<file path="config.mk">
export PLATFORM = sky130hd
export DESIGN_NAME = logic_unit_pipe
export DESIGN_NICKNAME = d
export VERILOG_FILES = /design/src/rtl/logic_unit_pipe.sv
export SDC_FILE = /design/constraint.sdc
export NUM_CORES = 1
export LEC_CHECK = 0
export ABC_AREA = 1
export BUFFER_PORTS_ARGS = -buffer_cell sky130_fd_sc_hd__buf_2
export CORE_AREA = 2 2 115 117
export DETAILED_ROUTE_END_ITERATION = 8
export DIE_AREA = 0 0 117 119
export HOLD_SLACK_MARGIN = 0.15
export MAX_ROUTING_LAYER = met4
export PLACE_DENSITY = 0.74
export SLEW_MARGIN = 20
export SYNTH_ARGS = -nofsm -noshare
export SYNTH_HDL_FRONTEND = slang
export SYNTH_SLANG_ARGS = --single-unit
</file>
<file path="constraint.sdc">
create_clock -name clk -period 2.1 [get_ports clk]
set_clock_uncertainty 0.05 [all_clocks]
set_input_delay 0.21 -clock clk [delete_from_list [all_inputs] [get_ports clk]]
set_output_delay 0.21 -clock clk [all_outputs]
set_load 0.03 [all_outputs]
</file>
<file path="src/rtl/logic_unit_pipe.sv">
// Pipelined W-bit bitwise logic unit with valid/ready on both ends and a zero flag.
// Define LOGIC_UNIT_PARITY_EN to add a parity output (XOR-reduction of out).
module logic_unit_pipe #(
  parameter int W      = 32,
  parameter int STAGES = 2
) (
  input  logic         clk,
  input  logic         rst,
  input  logic         in_valid,
  output logic         in_ready,
  input  logic [2:0]   op,
  input  logic [W-1:0] A,
  input  logic [W-1:0] B,
  output logic         out_valid,
  input  logic         out_ready,
  output logic [W-1:0] out,
  output logic         zero
`ifdef LOGIC_UNIT_PARITY_EN
  ,
  output logic         parity
`endif
);

  typedef enum logic [2:0] {
    OP_AND  = 3'b000,
    OP_OR   = 3'b001,
    OP_XOR  = 3'b010,
    OP_NAND = 3'b011,
    OP_NOR  = 3'b100,
    OP_XNOR = 3'b101,
    OP_NOTA = 3'b110,
    OP_PASS = 3'b111
  } op_e;

  logic [W-1:0]      result;
  logic [STAGES-1:0] valid_q;
  logic [STAGES-1:0] zero_q;
  logic [STAGES-1:0] load;
  logic [W-1:0]      data_q [STAGES];
`ifdef LOGIC_UNIT_PARITY_EN
  logic [STAGES-1:0] par_q;
`endif

  // NOTE: give every always_comb output a default first so no path can infer a latch.
  always_comb begin
    result = '0;
    case (op_e'(op))
      OP_AND:  result = A & B;
      OP_OR:   result = A | B;
      OP_XOR:  result = A ^ B;
      OP_NAND: result = ~(A & B);
      OP_NOR:  result = ~(A | B);
      OP_XNOR: result = ~(A ^ B);
      OP_NOTA: result = ~A;
      OP_PASS: result = A;
      default: result = A;
    endcase
  end

  // A stage can load when the consumer pops or any stage at or after it is empty;
  // this closed form avoids a combinational chain through load itself.
  always_comb begin
    load = '0;
    for (int k = 0; k < STAGES; k++) begin
      load[k] = out_ready;
      for (int j = k; j < STAGES; j++) begin
        if (!valid_q[j]) load[k] = 1'b1;
      end
    end
  end

  // NOTE: the stage registers are few and out/zero must read 0/1 in reset, so all of
  // them are reset, not just the valid bits.
  always_ff @(posedge clk or posedge rst) begin
    if (rst) begin
      valid_q <= '0;
      zero_q  <= '1;
      for (int k = 0; k < STAGES; k++) data_q[k] <= '0;
`ifdef LOGIC_UNIT_PARITY_EN
      par_q   <= '0;
`endif
    end else begin
      // NOTE: non-blocking so each stage captures its upstream's pre-edge contents.
      if (load[0]) begin
        valid_q[0] <= in_valid;
        if (in_valid) begin
          data_q[0] <= result;
          zero_q[0] <= ~|result;
`ifdef LOGIC_UNIT_PARITY_EN
          par_q[0]  <= ^result;
`endif
        end
      end
      for (int k = 1; k < STAGES; k++) begin
        if (load[k]) begin
          valid_q[k] <= valid_q[k-1];
          if (valid_q[k-1]) begin
            data_q[k] <= data_q[k-1];
            zero_q[k] <= zero_q[k-1];
`ifdef LOGIC_UNIT_PARITY_EN
            par_q[k]  <= par_q[k-1];
`endif
          end
        end
      end
    end
  end

  assign in_ready  = load[0];
  assign out_valid = valid_q[STAGES-1];
  assign out       = data_q[STAGES-1];
  assign zero      = zero_q[STAGES-1];
`ifdef LOGIC_UNIT_PARITY_EN
  assign parity    = par_q[STAGES-1];
`endif

endmodule

</file>
Yosys cells after proc, flatten, opt, wreduce, memory -nomap -nowiden:

Index checks and enable logic that the tools add are counted.
W data, S select, Z words.

* flip-flop bits (word level): 68
* word-level logic and storage cells: 29

* equal/unequal tests: 7
* multiplexer cells: 4
* bitwise logic cells: 7
* reduce and logical (&&, ||, !) cells: 5

Operator list (count)
* $pmux W32 S8: 1
* $not A32 Y32: 4
* $and A32 B32 Y32: 1
* $or A32 B32 Y32: 1
* $reduce_or A32 Y1: 1
* $xor A32 B32 Y32: 1
* $eq A3 B3 Y1 const B: 4
* $eq A3 B2 Y1 const B: 2
* $reduce_and A2 Y1: 2
* $eq A3 B1 Y1 const B: 1
* $logic_not A3 Y1: 1
* $mux W1: 3
* $logic_not A1 Y1: 1

Depth between registers and ports, before layout:

* word-level depth: 5
* gate-level depth with buffers: 16
* mapped depth without buffers: 14

Worst setup path after synthesis:

OpenSTA, ideal clock, no wires.

* kind: reg2reg
* start point: register valid_q[1]
* end point: register zero_q[0]
* setup time: 0.061 ns
* arrival time: 1.633 ns
* required time: 1.989 ns
* setup slack: 0.356 ns
* cell stages (with the launch flop): 10
* buffers on the path: 0
* clock period less this slack: 1.744 ns
* cell sequence: dfrtp_1 nand3_1 nand2_1 inv_1 o21ai_0 nor2_1 nand3_1 nor2_1 nand2_1 nand2_1

* cells in the longest elaborated chain, start to end: 2

RTL lines
* start: declaration: RTL line 36 `logic [STAGES-1:0] valid_q;`
* start signal: indexed assignment: RTL line 96 `valid_q[k] <= valid_q[k-1];`
* $mux W1: RTL line 67 `if (!valid_q[j]) load[k] = 1'b1;`
* net in_ready: RTL line 10 `output logic in_ready,`
* $reduce_and A2 Y1 (no source line)
* end signal: assignment: RTL line 88 `zero_q[0] <= ~|result;`
* end signal: indexed assignment: RTL line 99 `zero_q[k] <= zero_q[k-1];`
* end: declaration: RTL line 37 `logic [STAGES-1:0] zero_q;`

The timed path passes the listed nets, and every way through them passes these cells.
A chain may end at the register's enable or synchronous reset.

Worst setup path in the final report:

* start point: input port out_ready
* end point: register zero_q[0]

* cells in the longest elaborated chain, start to end: 3

RTL lines
* start: declaration: RTL line 15 `input logic out_ready,`
* $mux W1 (2 in series): RTL line 67
* $reduce_and A2 Y1 (no source line)

No other way between the ends.

==> metrics.cfg <==
[floorplan]
initial_core_util_pct=48.0
die_x_microns=117
die_h_microns=119
fp.dieArea_sq_um=13900
boundaryPins=106
fp-row-count=42
core_region_area_sq_um=12900

[detailed_routing]
dr.first_iter.drc_count=358
remaining_drc_errors=0
avgRoutedWirePerCell_microns=12.8
first_pass_iters=5
vias=5725
route.antenna.remaining_nets=0
vias_per_cell=4.91
wl_mm=15.0

[hold_path]
hp-class=primary input to flop

[power]
pwr-share-clk_pct=26.7
p_total_mw=5.18
power_density_nw_per_um2=736
pwr-share-seq_pct=35.9
internal_power_mw=3.24
leakagePower_nw=3.99
power.share.switching_pct=37.3
combPwrFrac_pct=37.4
peakVddDrop_v=0.000421
p_switching_mw=1.93

[run_status]
outcome=finished, final reports clean

[cells_and_area]
seq_area_sq_um=1700
layout-drive-gt1-share_pct=19.2
n_antenna_cell=0
fillCellCount=1279
fin_cells=1166
area_growth_pct=13.8
multi_input_area_sq_um=3560
nets=1120

[timing]
fin_hold_ws_ns=0.310
min_period_ns=1.75
fin_crit_sh_pct=83.6
finalHoldViolCount=0
max_slew_margin_pct=52.4
fmax_mhz=570
worst_pin_slew_ns=0.713
setup_slack_ns=0.345
fin_tns_setup_ns=0
setup_viol=0
final_max_slew_viol_count=0
rsz0062_at_grt=false

[setup_path]
cp.arrival_ns=1.97
startpoint_type=primary input
cp.required_ns=2.31
endpoint_kind=flop
cp_max_fo=12
worstSetupPathType=primary input to flop

[yosys]
synth_area_per_cell_sq_um=6.77
ys_ff_latch=68
yosys_warnings=0
synth_ff_type=dfrtp_1
yosysSeqAreaShare_pct=27.6
async_flop_share_pct=100
synth_edf_count=0
synth.distinct_cells=31
synth_area_sq_um=6180
syn_inst=913
syn-num-nets=1048

[clock_tree]
cts_buffers=9
clock-sinks=68
cts-hold-fix-buffers=2
cts_setup_buffers=0
clkLatencyLatePin_ns=0.32
cts_max_level=3
cts_tree=built
cts_buffer_depth=2
cts-root-buf=clkbuf_16
cts_resized=0
path_clk_slew_ns=0.05

[placement]
port_buffers=105
pre_cts_ws_ns=0.0542
post-dp-hpwl_mm=11.3
placed_cells=1148
place.gp.congestion=0.905

[global_routing]
grt_pass1_wl_mm=25.5
grt_max_degree=55
antenna_found_initial=0
grt_usage_pct=23.6
overflow=0
grt_pass1_vias=5402

[run]
cap_viol_max_count=0

placed cells by master, fill, tap and decap left out, drive strengths merged, types with 2 or more instances in the layout:
cell type and n:
nand3 29, o22ai 3, nor2 90, dfrtp 66
dfstp 2, dlygate4sd3 2, clkbuf 15, nand2 288
ha 64, nand3b 22, o21ai 94, inv 125
or2 4, mux2 28, nand4 19, buf 131
nor3 5
synth_stat cells (2+ instances only):
library cell | instances | area, sq um
nor2_1 | 87 | 327
nand3b_1 | 22 | 165
clkbuf_1 | 16 | 60.1
o21ai_0 | 87 | 435
o22ai_1 | 3 | 18.8
inv_2 | 4 | 15.0
nand4_1 | 19 | 119
dfrtp_1 | 66 | 1650
nor3_1 | 4 | 20.0
nor2_4 | 3 | 33.8
mux2_2 | 28 | 315
o21ai_1 | 7 | 35.0
ha_1 | 64 | 801
nand3_1 | 27 | 135
dfstp_2 | 2 | 52.6
nand2_1 | 287 | 1080
buf_6 | 3 | 33.8
or2_2 | 3 | 18.8
buf_4 | 34 | 255
buf_2 | 17 | 85.1
inv_1 | 120 | 450
cell type report:
type,instances,area share (%)
Clock buffer,15,3.95
Sequential cell,68,24.2
Timing Repair Buffer,133,11.2
Multi-Input combinational cell,648,50.7
Clock inverter,1,0.0712
Tap cell,176,3.13
Inverter,125,6.71
through the flow:
stage,area [sq um],utilization (%)
floorplan,6180,-
global placement,6730,52.3
detailed placement,6730,52.3
CTS,7030,54.6
global route,7030,54.6
finish,7030,54.6
state kept, by name, indices dropped and copies added (netlist names):
name and count:
data_q 32, valid_q 2, out 32, zero_q 2
final timing paths:
path                                         from                     end  slack (ns)  cells past startpoint
min in group asynchronous                     rst      out[4]$_DFFE_PP0P_        0.35                      3
hold / removal                               A[0]  data_q[32]$_DFFE_PP0P_        0.31                      5
hold reg to reg            data_q[43]$_DFFE_PP0P_  data_q[43]$_DFFE_PP0P_        0.43                      2
max in group asynchronous                     rst   zero_q[0]$_DFFE_PP1P_        1.03                      4
setup reg to reg           valid_q[1]$_DFFE_PP0N_   zero_q[0]$_DFFE_PP1P_        0.48                      9
setup / recovery                        out_ready   zero_q[0]$_DFFE_PP1P_        0.35                     12
power groups by stage:
stage | Combinational, mW | Sequential, mW | Clock [mW]
5_1_grt | 2.16 | 1.91 | 1.48
2_1_floorplan | 1.70 | 1.82 | 0
6_report | 1.94 | 1.86 | 1.38
3_3_place_gp | 1.91 | 1.87 | 0
3_5_place_dp | 1.93 | 1.88 | 0
4_1_cts | 1.95 | 1.87 | 1.41
logic make-up (layout without fill, tap and decap cells):
group	count (synthesis)	count (layout)	synth area share (%)
DFF	68	68	27.6
adders and majority gates	64	64	13.0
buffers and inverters	197	274	14.8
AOI/OAI and AO/OA	99	99	8.12
muxes	28	28	5.10
and+or+nand+nor	457	457	31.5
critical path, stage by stage:
cell	delay (ns)
dlygate4sd3_1	0.52
buf_2	0.09
inv_1	0.04
nand3_1	0.12
nand2_1	0.11
inv_1	0.25
o21ai_0	0.18
nor2_1	0.13
nand3_1	0.10
nor2_1	0.11
nand2_1	0.06
nand2_1	0.05
routing by layer:
metal / track usage [%] / up-vias / wire length [microns]
met5: - / - / 0
met4: 6.25 / 0 / 218
met3: 2.65 / 13 / 681
met2: 37.7 / 160 / 6970
met1: 32.0 / 2578 / 7100
li1: - / 2974 / -
(Power assumes the default switching activity.)
